==> config.mk <==
export PLATFORM = sky130hd
export DESIGN_NAME = uart_rx_cfg
export DESIGN_NICKNAME = d
export VERILOG_FILES = /design/src/rtl/uart_rx_cfg.sv
export SDC_FILE = /design/constraint.sdc
export NUM_CORES = 1
export LEC_CHECK = 0
export CAP_MARGIN = 5
export CORE_MARGIN = 1
export CORE_UTILIZATION = 55
export DETAILED_ROUTE_END_ITERATION = 16
export HOLD_SLACK_MARGIN = 0.06
export PLACE_DENSITY_LB_ADDON = 0.08
export SLEW_MARGIN = 20
export SYNTH_ARGS = -nofsm -noshare
export SYNTH_HDL_FRONTEND = slang
export SYNTH_SLANG_ARGS = --single-unit
==> constraint.sdc <==
create_clock -name clk -period 4.3 [get_ports clk]
set_input_delay 0.86 -clock clk [delete_from_list [all_inputs] [get_ports clk]]
set_output_delay 0.86 -clock clk [all_outputs]
set_load 0.01 [all_outputs]
==> src/rtl/uart_rx_cfg.sv <==
// ---------------------------------------------------------------------------
// uart_rx_cfg
//
// Configurable UART receiver fed by the shared baud oversampling tick.
// It synchronises the serial line and rejects false starts. Each data,
// parity and stop bit is decided by a 3-sample majority vote late in the
// bit period. Parity (even/odd/off) and one or two stop bits are selectable
// per frame. Parity and framing errors are flagged. A break (all-zero frame
// with a zero stop bit) is reported once, and the receiver then waits for
// the line to return high.
//
// Ports
//   clk          : system clock, rising edge
//   reset        : asynchronous, active-high reset
//   s_tick       : oversampling strobe, SB_TICKS pulses per bit period
//   rx           : asynchronous serial input, idles high
//   parity_en    : a parity bit follows the data bits
//   parity_odd   : odd parity when 1, even when 0
//   two_stop     : two stop bits expected when 1
//   rx_done_tick : one-cycle pulse when a frame completes
//   dout         : last received data word (LSB received first)
//   parity_err   : parity mismatch for the word in dout
//   frame_err    : a stop bit was sampled as 0
//   break_det    : the completed frame was a break condition
//   busy         : receiver is in any state other than IDLE
// ---------------------------------------------------------------------------
module uart_rx_cfg #(
    parameter int DATA_BITS = 8,
    parameter int SB_TICKS  = 16
) (
    input  logic                 clk,
    input  logic                 reset,
    input  logic                 s_tick,
    input  logic                 rx,
    input  logic                 parity_en,
    input  logic                 parity_odd,
    input  logic                 two_stop,
    output logic                 rx_done_tick,
    output logic [DATA_BITS-1:0] dout,
    output logic                 parity_err,
    output logic                 frame_err,
    output logic                 break_det,
    output logic                 busy
);

    localparam int SW = $clog2(SB_TICKS);
    localparam int NW = 4;

    localparam logic [SW-1:0] S_HALF  = SW'(SB_TICKS / 2 - 1);
    localparam logic [SW-1:0] S_SAMP1 = SW'(SB_TICKS - 3);
    localparam logic [SW-1:0] S_SAMP2 = SW'(SB_TICKS - 2);
    localparam logic [SW-1:0] S_LAST  = SW'(SB_TICKS - 1);
    localparam logic [SW-1:0] S_ONE   = SW'(1);
    localparam logic [NW-1:0] N_LAST  = NW'(DATA_BITS - 1);
    localparam logic [NW-1:0] N_ONE   = NW'(1);

    typedef enum logic [2:0] {
        IDLE,
        START,
        DATA,
        PARITY,
        STOP,
        BRK_WAIT
    } state_t;

    // Synchroniser
    logic rx_meta;
    logic rx_s;

    // State and datapath registers with their next values
    state_t                 state,       state_next;
    logic [SW-1:0]          s,           s_next;
    logic [NW-1:0]          n,           n_next;
    logic [DATA_BITS-1:0]   sh,          sh_next;
    logic                   samp_a,      samp_a_next;
    logic                   samp_b,      samp_b_next;
    logic                   cfg_par_en,  cfg_par_en_next;
    logic                   cfg_par_odd, cfg_par_odd_next;
    logic                   cfg_two_stop, cfg_two_stop_next;
    logic                   perr,        perr_next;
    logic                   par_bit,     par_bit_next;

    // Output next values
    logic                   done_next;
    logic [DATA_BITS-1:0]   dout_next;
    logic                   parity_err_next;
    logic                   frame_err_next;
    logic                   break_det_next;
    logic                   busy_next;

    // Combinational helpers
    logic in_bit_state;
    logic bit_end;
    logic bit_val;
    logic finish;
    logic stop_zero;
    logic brk;

    // Two-flop synchroniser for the asynchronous serial line. Both flops
    // reset to the idle level so that reset never looks like a start bit.
    always_ff @(posedge clk or posedge reset) begin
        if (reset) begin
            rx_meta <= 1'b1;
            rx_s    <= 1'b1;
        end else begin
            rx_meta <= rx;
            rx_s    <= rx_meta;
        end
    end

    // State register for the receive FSM.
    always_ff @(posedge clk or posedge reset) begin
        if (reset) begin
            state <= IDLE;
        end else begin
            state <= state_next;
        end
    end

    // Datapath registers: tick and bit counters, the data shift register,
    // the two early majority samples, per-frame configuration and the
    // parity result carried from the PARITY bit to frame completion.
    always_ff @(posedge clk or posedge reset) begin
        if (reset) begin
            s            <= '0;
            n            <= '0;
            sh           <= '0;
            samp_a       <= 1'b1;
            samp_b       <= 1'b1;
            cfg_par_en   <= 1'b0;
            cfg_par_odd  <= 1'b0;
            cfg_two_stop <= 1'b0;
            perr         <= 1'b0;
            par_bit      <= 1'b0;
        end else begin
            s            <= s_next;
            n            <= n_next;
            sh           <= sh_next;
            samp_a       <= samp_a_next;
            samp_b       <= samp_b_next;
            cfg_par_en   <= cfg_par_en_next;
            cfg_par_odd  <= cfg_par_odd_next;
            cfg_two_stop <= cfg_two_stop_next;
            perr         <= perr_next;
            par_bit      <= par_bit_next;
        end
    end

    // Registered outputs. The word and the flags only move on frame
    // completion, so they hold steady for the FIFO and decoder in between.
    // busy is loaded from the next state so it always matches the state.
    always_ff @(posedge clk or posedge reset) begin
        if (reset) begin
            rx_done_tick <= 1'b0;
            dout         <= '0;
            parity_err   <= 1'b0;
            frame_err    <= 1'b0;
            break_det    <= 1'b0;
            busy         <= 1'b0;
        end else begin
            rx_done_tick <= done_next;
            dout         <= dout_next;
            parity_err   <= parity_err_next;
            frame_err    <= frame_err_next;
            break_det    <= break_det_next;
            busy         <= busy_next;
        end
    end

    // Next-state and datapath logic. All bit-timed states share one tick
    // counter. Two early samples are captured at SB_TICKS-3 and SB_TICKS-2.
    // The vote with the live sample at SB_TICKS-1 decides the bit, so a
    // glitch one tick wide can corrupt at most one of the three samples.
    always_comb begin
        state_next        = state;
        s_next            = s;
        n_next            = n;
        sh_next           = sh;
        samp_a_next       = samp_a;
        samp_b_next       = samp_b;
        cfg_par_en_next   = cfg_par_en;
        cfg_par_odd_next  = cfg_par_odd;
        cfg_two_stop_next = cfg_two_stop;
        perr_next         = perr;
        par_bit_next      = par_bit;
        done_next         = 1'b0;
        dout_next         = dout;
        parity_err_next   = parity_err;
        frame_err_next    = frame_err;
        break_det_next    = break_det;
        finish            = 1'b0;
        stop_zero         = 1'b0;
        brk               = 1'b0;

        in_bit_state = (state == DATA) || (state == PARITY) || (state == STOP);
        bit_end      = in_bit_state && s_tick && (s == S_LAST);
        bit_val      = (samp_a & samp_b) | (samp_a & rx_s) | (samp_b & rx_s);

        if (in_bit_state && s_tick) begin
            if (s == S_SAMP1) begin
                samp_a_next = rx_s;
            end
            if (s == S_SAMP2) begin
                samp_b_next = rx_s;
            end
            s_next = (s == S_LAST) ? '0 : s + S_ONE;
        end

        case (state)
            IDLE: begin
                if (!rx_s) begin
                    state_next        = START;
                    s_next            = '0;
                    cfg_par_en_next   = parity_en;
                    cfg_par_odd_next  = parity_odd;
                    cfg_two_stop_next = two_stop;
                    perr_next         = 1'b0;
                    par_bit_next      = 1'b0;
                end
            end

            // Check the start bit half a bit period in. A line that has
            // gone back high by then was noise, not a frame.
            START: begin
                if (s_tick) begin
                    if (s == S_HALF) begin
                        if (!rx_s) begin
                            state_next = DATA;
                            s_next     = '0;
                            n_next     = '0;
                        end else begin
                            state_next = IDLE;
                        end
                    end else begin
                        s_next = s + S_ONE;
                    end
                end
            end

            DATA: begin
                if (bit_end) begin
                    sh_next = {bit_val, sh[DATA_BITS-1:1]};
                    if (n == N_LAST) begin
                        n_next     = '0;
                        state_next = cfg_par_en ? PARITY : STOP;
                    end else begin
                        n_next = n + N_ONE;
                    end
                end
            end

            PARITY: begin
                if (bit_end) begin
                    perr_next    = (^sh) ^ bit_val ^ cfg_par_odd;
                    par_bit_next = bit_val;
                    state_next   = STOP;
                end
            end

            // n counts stop bits here. A zero stop bit ends the frame at
            // once, even if a second stop bit was expected.
            STOP: begin
                if (bit_end) begin
                    if (!bit_val) begin
                        finish    = 1'b1;
                        stop_zero = 1'b1;
                    end else if (!cfg_two_stop || (n == N_ONE)) begin
                        finish = 1'b1;
                    end else begin
                        n_next = n + N_ONE;
                    end
                end
            end

            BRK_WAIT: begin
                if (rx_s) begin
                    state_next = IDLE;
                end
            end

            default: begin
                state_next = IDLE;
            end
        endcase

        // Frame completion publishes the word and flags together with the
        // pulse. A break parks the FSM until the line goes high again, so
        // a long low line is reported only once.
        if (finish) begin
            brk             = stop_zero && (sh == '0) && (!cfg_par_en || !par_bit);
            done_next       = 1'b1;
            dout_next       = sh;
            parity_err_next = cfg_par_en & perr;
            frame_err_next  = stop_zero;
            break_det_next  = brk;
            state_next      = brk ? BRK_WAIT : IDLE;
        end

        busy_next = (state_next != IDLE);
    end

endmodule

==> results of run 1 <==
state kept, by name, indices dropped and copies added (netlist names):
register	count
perr	1
n	4
cfg_two_stop	1
sh	8
s	4
samp_b	1
busy	1
cfg_par_odd	1
par_bit	1
cfg_par_en	1
samp_a	1
rx_s	1
parity_err	1
rx_meta	1
break_det	1
frame_err	1
rx_done_tick	1
dout	8
state	3
power by group through the flow:
stage	Sequential, uW	Combinational (uW)	Clock (uW)
floorplan	483	329	0
global placement	544	338	0
detailed placement	545	341	0
CTS	538	344	248
global route	551	386	266
finish	540	343	242
metal layers:
metal | global-route usage [%] | routed length (um) | vias up
met3 | 4.62 | 164 | 2
met1 | 34.7 | 2350 | 788
met4 | 4.79 | 25 | 0
li1 | - | - | 865
met5 | 0 | 0 | -
met2 | 31.8 | 1880 | 40
kinds of logic (layout without fill, tap and decap cells):
kind of cell,count (synthesis),count (layout),share of synthesized area [%]
simple gates,79,79,19.3
xor+xnor,8,8,3.03
flops,41,41,44.5
compound gates,60,60,17.2
buf+inv,32,46,6.37
fa+ha+maj,10,10,5.35
mux,9,9,4.21
synth_stat cells (all sizes together), types with 3 or more instances:
cell / number
nand4: 6
a21oi: 9
inv: 18
o21ai: 28
buf: 12
mux2: 6
mux2i: 3
nor2: 8
nand2: 34
dfrtp: 37
nor2b: 3
ha: 9
xnor2: 6
a31oi: 4
nand3: 7
dfstp: 4
worst min path at each step:
stage                       to  slack [ns]
final                     rx_s        0.36
after global routing      rx_s        0.37
after CTS                 rx_s        0.36
after detailed placement  rx_s        0.35
after global placement    rx_s        0.35
after floorplan           rx_s        0.35
through the flow:
step / hold WS [ns] / power (uW)
final: 0.359 / 1130
after global routing: 0.366 / 1200
after CTS: 0.361 / 1130
after detailed placement: 0.349 / 886
after global placement: 0.348 / 882
after floorplan: 0.345 / 812
final cells by class:
| class | instances | area (um^2) |
|---|---|---|
| clock inverters | 3 | 17.5 |
| multi-input cells | 166 | 1140 |
| clock buffers | 5 | 68.8 |
| flip-flops and latches | 41 | 1030 |
| well taps | 50 | 62.6 |
| repair buffers | 20 | 198 |
| inverters | 18 | 67.6 |
| fillers | 353 | 1450 |
cell usage in the layout (no fill, tap or decap), types with 7 or more instances in the layout:
cell type,n
clkdlybuf4s50_1,19
inv_1,18
a21oi_1,9
nor2_1,7
o21ai_1,12
o21ai_0,16
dfrtp_1,37
nand2_1,34
ha_1,9
==> flow_summary.yaml, run 1 <==
yosys:
  synth_edf_count: 0
  async_flop_share_pct: 100
  syn-mean-instance-area_um2: 9.69
  synth_seq_area_share_pct: 44.5
  synth_cell_types: 58
  syn_inst: 239
  yosysTopAreaCell: "dfrtp_1"
  synth_top_area_share_pct: 40.0
  postSynthNetCount: 255
  yosysWarningCount: 0
  synth_ff_type: "dfrtp_1"
  synth_area_leaders: "dfrtp_1, nand2_1, ha_1, dfstp_2, o21ai_0"
  ys_ff_latch: 41
  syn_area_um2: 2320
detailed_routing:
  vias: 1695
  drt-total-wl_mm: 4.42
  drtAntennaViolNets: 0
  wl_per_cell_um: 14.6
  vias_per_cell: 5.59
  drc: 0
  drt_iter0_markers: 148
  dr.pass1.iters: 4
placed_design:
  gp_congestion: 0.887
  dpl_cell_area_um2: 2500
  hpwlAfterDp_mm: 3.08
  place_ws_ns: 1.23
  portBuffers: 19
  numPlacedInstances: 295
critical_path:
  crit_required_ns: 4.47
  cp-endpoint: "busy"
  crit_chain: "clkdlybuf4s50_1, and3_1, nand3_2, a31o_1, a21oi_1, nand3b_1"
  crit_arrival_ns: 2.94
  rrSetupSlack_ns: 2.03
  critPathBufInv: 1
  crit_type: "in2reg"
  setup.worst_path.start: "s_tick"
  reg2reg_from: "s[0]"
  path_depth: 6
  cp_max_fo: 21
  reg2reg_depth: 6
  crit_path_end_kind: "flip-flop"
  worst_path_largest_cell_delay_ns: 0.70
  rr_endpoint: "busy"
  critical-path-top-delay-family: "compound AO/OA/AOI/OAI gates"
  crit_slowest_cell: "clkdlybuf4s50_1"
  start_kind: "primary input"
clocking:
  postCtsSetupBuffers: 0
  cts_tree: "yes"
  ctsResizeCount: 0
  cts_max_path_buffers: 2
  cts_sinks: 41
  clk_latency_ns: 0.29
  cts_inserted_buffers: 5
  hold_buffers: 0
  cts-root-buf: "clkbuf_8"
  htree_levels: 2
  cts.clk_slew.worst_paths_ns: 0.08
sta:
  worst_slack_ns: 1.53
  worstMarginPinSlew_ns: 0.644
  fmax_mhz: 361
  finalCriticalPeriod_ns: 2.77
  slew_headroom_pct: 56.7
  finalCritPeriodShare_pct: 64.4
  setup_viol_count_final: 0
  rsz0062_at_grt: "false"
  fin_tns_setup_ns: 0
  slew_violations: 0
  clock_skew_ns: 0.00638
  hold_viol: 0
power:
  p_sw_share_pct: 37.2
  p_leak_uw: 0.00113
  combPwrFrac_pct: 30.5
  internal_power_uw: 707
  p_clk_share_pct: 21.5
  seq_power_share_pct: 48.0
  ir_drop_uv: 306
  p_per_area_nw_per_um2: 436
  p_sw_uw: 418
floorplan:
  start_util_pct: 57.5
  design.portCount: 20
  die-area_um2: 4470
  rows: 23
  die_y_um: 66.9
  core-area_um2: 4030
  die_width_um: 66.9
cells_and_area:
  design_area_um2: 2580
  drive_gt1_share_pct: 11.1
  areaGrowthSynthToFinish_pct: 11.5
  antenna-diode-count: 0
  finish.net_count: 268
  fin_cells: 303
  fin_util_pct: 64.1
flow_run:
  drv_cap: 0
global_routing:
  grtUsageTotal_pct: 22.5
  grt_pass1_vias: 1520
  grt_overflow: 0
  grt_pass1_wl_mm: 7.48
  antenna_found_initial: 0
  grt_start_max_net_pins: 42
status:
  outcome: "finished, final reports clean"
worst_hold_path:
  min_from: "rx_meta"
  holdCritPathClass: "reg2reg"
  min_path_cells: 0
Note: power is estimated with default switching activity, not from simulation.
==> run 2, diff against run 1 <==
clock period = 2.9 ns   (was 4.3 ns; I/O delays follow)
==> flow_summary.yaml, run 2 (synthesized netlist as in run 1, its figures left out) <==
global_routing:
  grt_start_max_net_pins: 42
  gr-usage-met1_pct: 32.4
  grtUsageTotal_pct: 23.4
  grt_pass1_wl_mm: 7.62
  gr-usage-met2_pct: 34.1
  grt_overflow: 0
  grt_pass1_vias: 1621
  grt.busiest_layer: "met2"
  met3_usage_pct: 5.65
  antenna_found_initial: 0
cells_and_area:
  fin_cells: 305
  areaGrowthSynthToFinish_pct: 13.1
  final_common_cell: "dfrtp_1"
  antenna-diode-count: 0
  final_cell_mix: "dfrtp_1, nand2_1, clkdlybuf4s50_1, inv_1, o21ai_0"
  finish.net_count: 270
  design_area_um2: 2620
  drive_gt1_share_pct: 11.4
  largest_registers: "dout: 8 flops, sh: 8 flops"
  fillers: 333
flow_run:
  drv_cap: 0
sta:
  fin_tns_setup_ns: 0
  clock_skew_ns: 0.00925
  slew_violations: 0
  finalCriticalPeriod_ns: 2.29
  holdWs_ns: 0.362
  hold_viol: 0
  finalCritPeriodShare_pct: 79.1
  worstMarginPinSlew_ns: 0.664
  rsz0062_at_grt: "false"
  slew_headroom_pct: 55.7
  setup_viol_count_final: 0
  fmax_mhz: 436
critical_path:
  crit_path_end_kind: "flip-flop"
  start_kind: "flip-flop"
  cp_max_fo: 21
  crit_required_ns: 3.07
  rrSetupSlack_ns: 0.61
  reg2reg_from: "s[0]"
  rr_endpoint: "busy"
  crit_arrival_ns: 2.47
  reg2reg_depth: 6
  crit_type: "reg2reg"
floorplan:
  die_width_um: 66.9
  design.portCount: 20
  core-area_um2: 4030
  die-area_um2: 4470
  die_y_um: 66.9
  rows: 23
  start_util_pct: 57.5
detailed_routing:
  vias_per_cell: 5.78
  drt-total-wl_mm: 4.59
  drtAntennaViolNets: 0
  vias: 1762
  wl_per_cell_um: 15.0
  drt_iter0_markers: 104
  dr.pass1.iters: 4
  drc: 0
clocking:
  clk_latency_ns: 0.29
  hold_buffers: 0
  postCtsSetupBuffers: 0
  cts.clk_slew.worst_paths_ns: 0.08
  cts_max_path_buffers: 2
  htree_levels: 2
  cts_tree: "yes"
  cts_sinks: 41
  cts_inserted_buffers: 5
  ctsResizeCount: 0
  cts-root-buf: "clkbuf_8"
placed_design:
  numPlacedInstances: 297
  gp_congestion: 0.845
  hpwlAfterDp_mm: 3.20
  portBuffers: 19
  dpl_cell_area_um2: 2510
worst_hold_path:
  hold_path_end: "rx_s"
  min_from: "rx_meta"
  min_path_cells: 0
  holdCritPathClass: "reg2reg"
power:
  p_per_area_nw_per_um2: 674
  p_total_uw: 1760
  p_leak_uw: 0.00116
  ir_drop_uv: 381
status:
  outcome: "finished, final reports clean"
run 2: critical path, stage by stage, from the launching register on:
cell      delay [ns]
dfrtp_1         0.47
ha_1            0.34
and3_1          0.36
nand3_2         0.18
a31o_1          0.47
a21oi_1         0.27
nand3b_1        0.09
run 2: area by class of cell:
class / count / area (um^2) / share of cell area (%)
sequential: 41 / 1030 / 39.4
multi-input combinational: 166 / 1140 / 43.4
clock buffer: 6 / 72.6 / 2.77
timing repair buffer: 22 / 213 / 8.12
tap: 50 / 62.6 / 2.39
inverter: 18 / 67.6 / 2.58
clock inverter: 2 / 35.0 / 1.34
run 2: per-stage QoR:
step	utilization [%]	setup slack [ns]
2_1_floorplan	-	1.13
6_report	65.0	0.605
3_3_place_gp	62.3	0.463
4_1_cts	65.0	0.640
3_5_place_dp	62.3	0.432
5_1_grt	65.0	0.409
run 2: per-layer routing:
metal | vias to the layer above | share of wire, % | wire, um
li1 | 873 | - | -
met1 | 832 | 49 | 2230
met2 | 53 | 45 | 2080
met3 | 4 | 5.0 | 230
met4 | 0 | 0.96 | 44
met5 | - | 0 | 0
run 2: worst max-delay path by stage:
| stage | start | end | slack [ns] | cells after the start |
|---|---|---|---|---|
| floorplan | s[0] | break_det | 1.13 | 8 |
| global placement | s_tick | busy | 0.46 | 6 |
| detailed placement | s_tick | busy | 0.43 | 6 |
| CTS | s[0] | busy | 0.64 | 6 |
| global route | s[0] | busy | 0.41 | 6 |
| finish | s[0] | busy | 0.61 | 6 |
run 2: power by group:
group          switching [uW]  total (uW)  internal (uW)
Sequential                152         797            644
Clock                     200         455            256
Combinational             270         512            242
==> run 3, diff against run 2 <==
clock period = 2.4 ns   (was 2.9 ns; I/O delays follow)
==> flow_summary.yaml, run 3 (synthesized netlist as in run 1, its figures left out) <==
clocking:
  cts-root-buf: "clkbuf_8"
  htree_levels: 2
  ctsResizeCount: 0
  cts_inserted_buffers: 5
  postCtsSetupBuffers: 0
  cts.clk_slew.worst_paths_ns: 0.08
  clk_latency_ns: 0.30
  hold_buffers: 0
  cts_tree: "yes"
  cts_max_path_buffers: 2
  cts_sinks: 41
status:
  outcome: "finished, final reports clean"
floorplan:
  die_y_um: 66.9
  rows: 23
  design.portCount: 20
  core-area_um2: 4030
  start_util_pct: 57.5
  die_width_um: 66.9
  die-area_um2: 4470
power:
  seq_power_share_pct: 42.9
  p_clk_share_pct: 26.8
  p_leak_uw: 0.00118
  p_sw_uw: 770
  p_sw_share_pct: 35.1
  p_per_area_nw_per_um2: 823
  combPwrFrac_pct: 30.2
  internal_power_uw: 1420
  p_total_uw: 2190
  ir_drop_uv: 444
sta:
  worst_slack_ns: 0.384
  finalCriticalPeriod_ns: 2.02
  finalCritPeriodShare_pct: 84.0
  fmax_mhz: 496
  slew_violations: 0
  clock_skew_ns: 0.00449
  slew_headroom_pct: 62.0
  setup_viol_count_final: 0
  fin_tns_setup_ns: 0
  worstMarginPinSlew_ns: 0.570
  hold_viol: 0
  rsz0062_at_grt: "false"
global_routing:
  grt_pass1_wl_mm: 7.77
  grt_pass1_vias: 1645
  grt_overflow: 0
  antenna_found_initial: 0
  grt_start_max_net_pins: 42
  grtUsageTotal_pct: 23.5
detailed_routing:
  drtAntennaViolNets: 0
  dr.pass1.iters: 4
  drt_iter0_markers: 60
  wl_per_cell_um: 14.9
  drt-total-wl_mm: 4.60
  vias: 1745
  vias_per_cell: 5.65
  drc: 0
worst_hold_path:
  holdCritPathClass: "reg2reg"
cells_and_area:
  finish.net_count: 274
  antenna-diode-count: 0
  final_common_cell: "dfrtp_1"
  largest_registers: "dout: 8 flops, sh: 8 flops"
  final_cell_mix: "dfrtp_1, nand2_1, clkdlybuf4s50_1, inv_1, o21ai_0"
  drive_gt1_share_pct: 13.1
  areaGrowthSynthToFinish_pct: 14.9
placed_design:
  gp_congestion: 0.814
  hpwlAfterDp_mm: 3.18
  place_ws_ns: 0.272
  portBuffers: 19
flow_run:
  drv_cap: 0
critical_path:
  crit_required_ns: 2.58
  crit_type: "reg2reg"
  start_kind: "flip-flop"
  cp_max_fo: 13
  crit_path_end_kind: "flip-flop"
  crit_arrival_ns: 2.20
## run 3: cell count changes in the layout (fill, tap and decap cells not counted), sizes merged
cell / previous run / this run
clkinv: 1 / 0
buf: 3 / 7
clkinvlp: 0 / 1
## run 3: power groups by stage
stage / logic (uW) / registers [uW] / clock network (uW)
after floorplan: 590 / 866 / 0
after global placement: 646 / 950 / 0
after detailed placement: 654 / 951 / 0
after CTS: 662 / 938 / 599
after global routing: 737 / 962 / 629
final: 662 / 940 / 587
## run 3: worst paths after layout
| check | from | to | slack [ns] | depth (start not counted) |
|---|---|---|---|---|
| hold / removal | rx_meta | rx_s | 0.36 | 0 |
| hold reg to reg | rx_meta | rx_s | 0.36 | 0 |
| min in group asynchronous | reset | n[3] | 0.61 | 3 |
| setup / recovery | state[2] | s[0] | 0.38 | 5 |
| max in group asynchronous | reset | rx_meta | 1.42 | 3 |
| setup reg to reg | state[2] | s[0] | 0.38 | 5 |
## run 3: layer usage
metal,vias up,share of wire [%],GRT usage (%)
li1,880,-,-
met2,46,44,34.7
met3,7,3.9,5.14
met4,0,1.3,7.18
met1,812,51,34.1
met5,-,0,0
## run 3: area by class of cell
cell class | count | area, um^2
timing repair buffer | 26 | 243
clock inverter | 2 | 37.5
clock buffer | 6 | 82.6
multi-input combinational | 166 | 1140
fill | 332 | 1370
tap | 50 | 62.6
sequential | 41 | 1030
inverter | 18 | 67.6
## run 3: critical path: stages, from the launching register on
cell      delay, ns
dfrtp_1        0.67
or3b_4         0.47
a21boi_4       0.25
mux2_1         0.35
nand3_1        0.09
o21ai_1        0.07
## run 3: per-stage QoR
step,instances,utilization [%],hold slack [ns],area (um^2)
floorplan,239,-,0.345,2320
global placement,301,63.1,0.348,2540
detailed placement,301,63.1,0.352,2540
CTS,309,66.1,0.364,2660
global route,309,66.1,0.368,2660
finish,309,66.1,0.364,2660
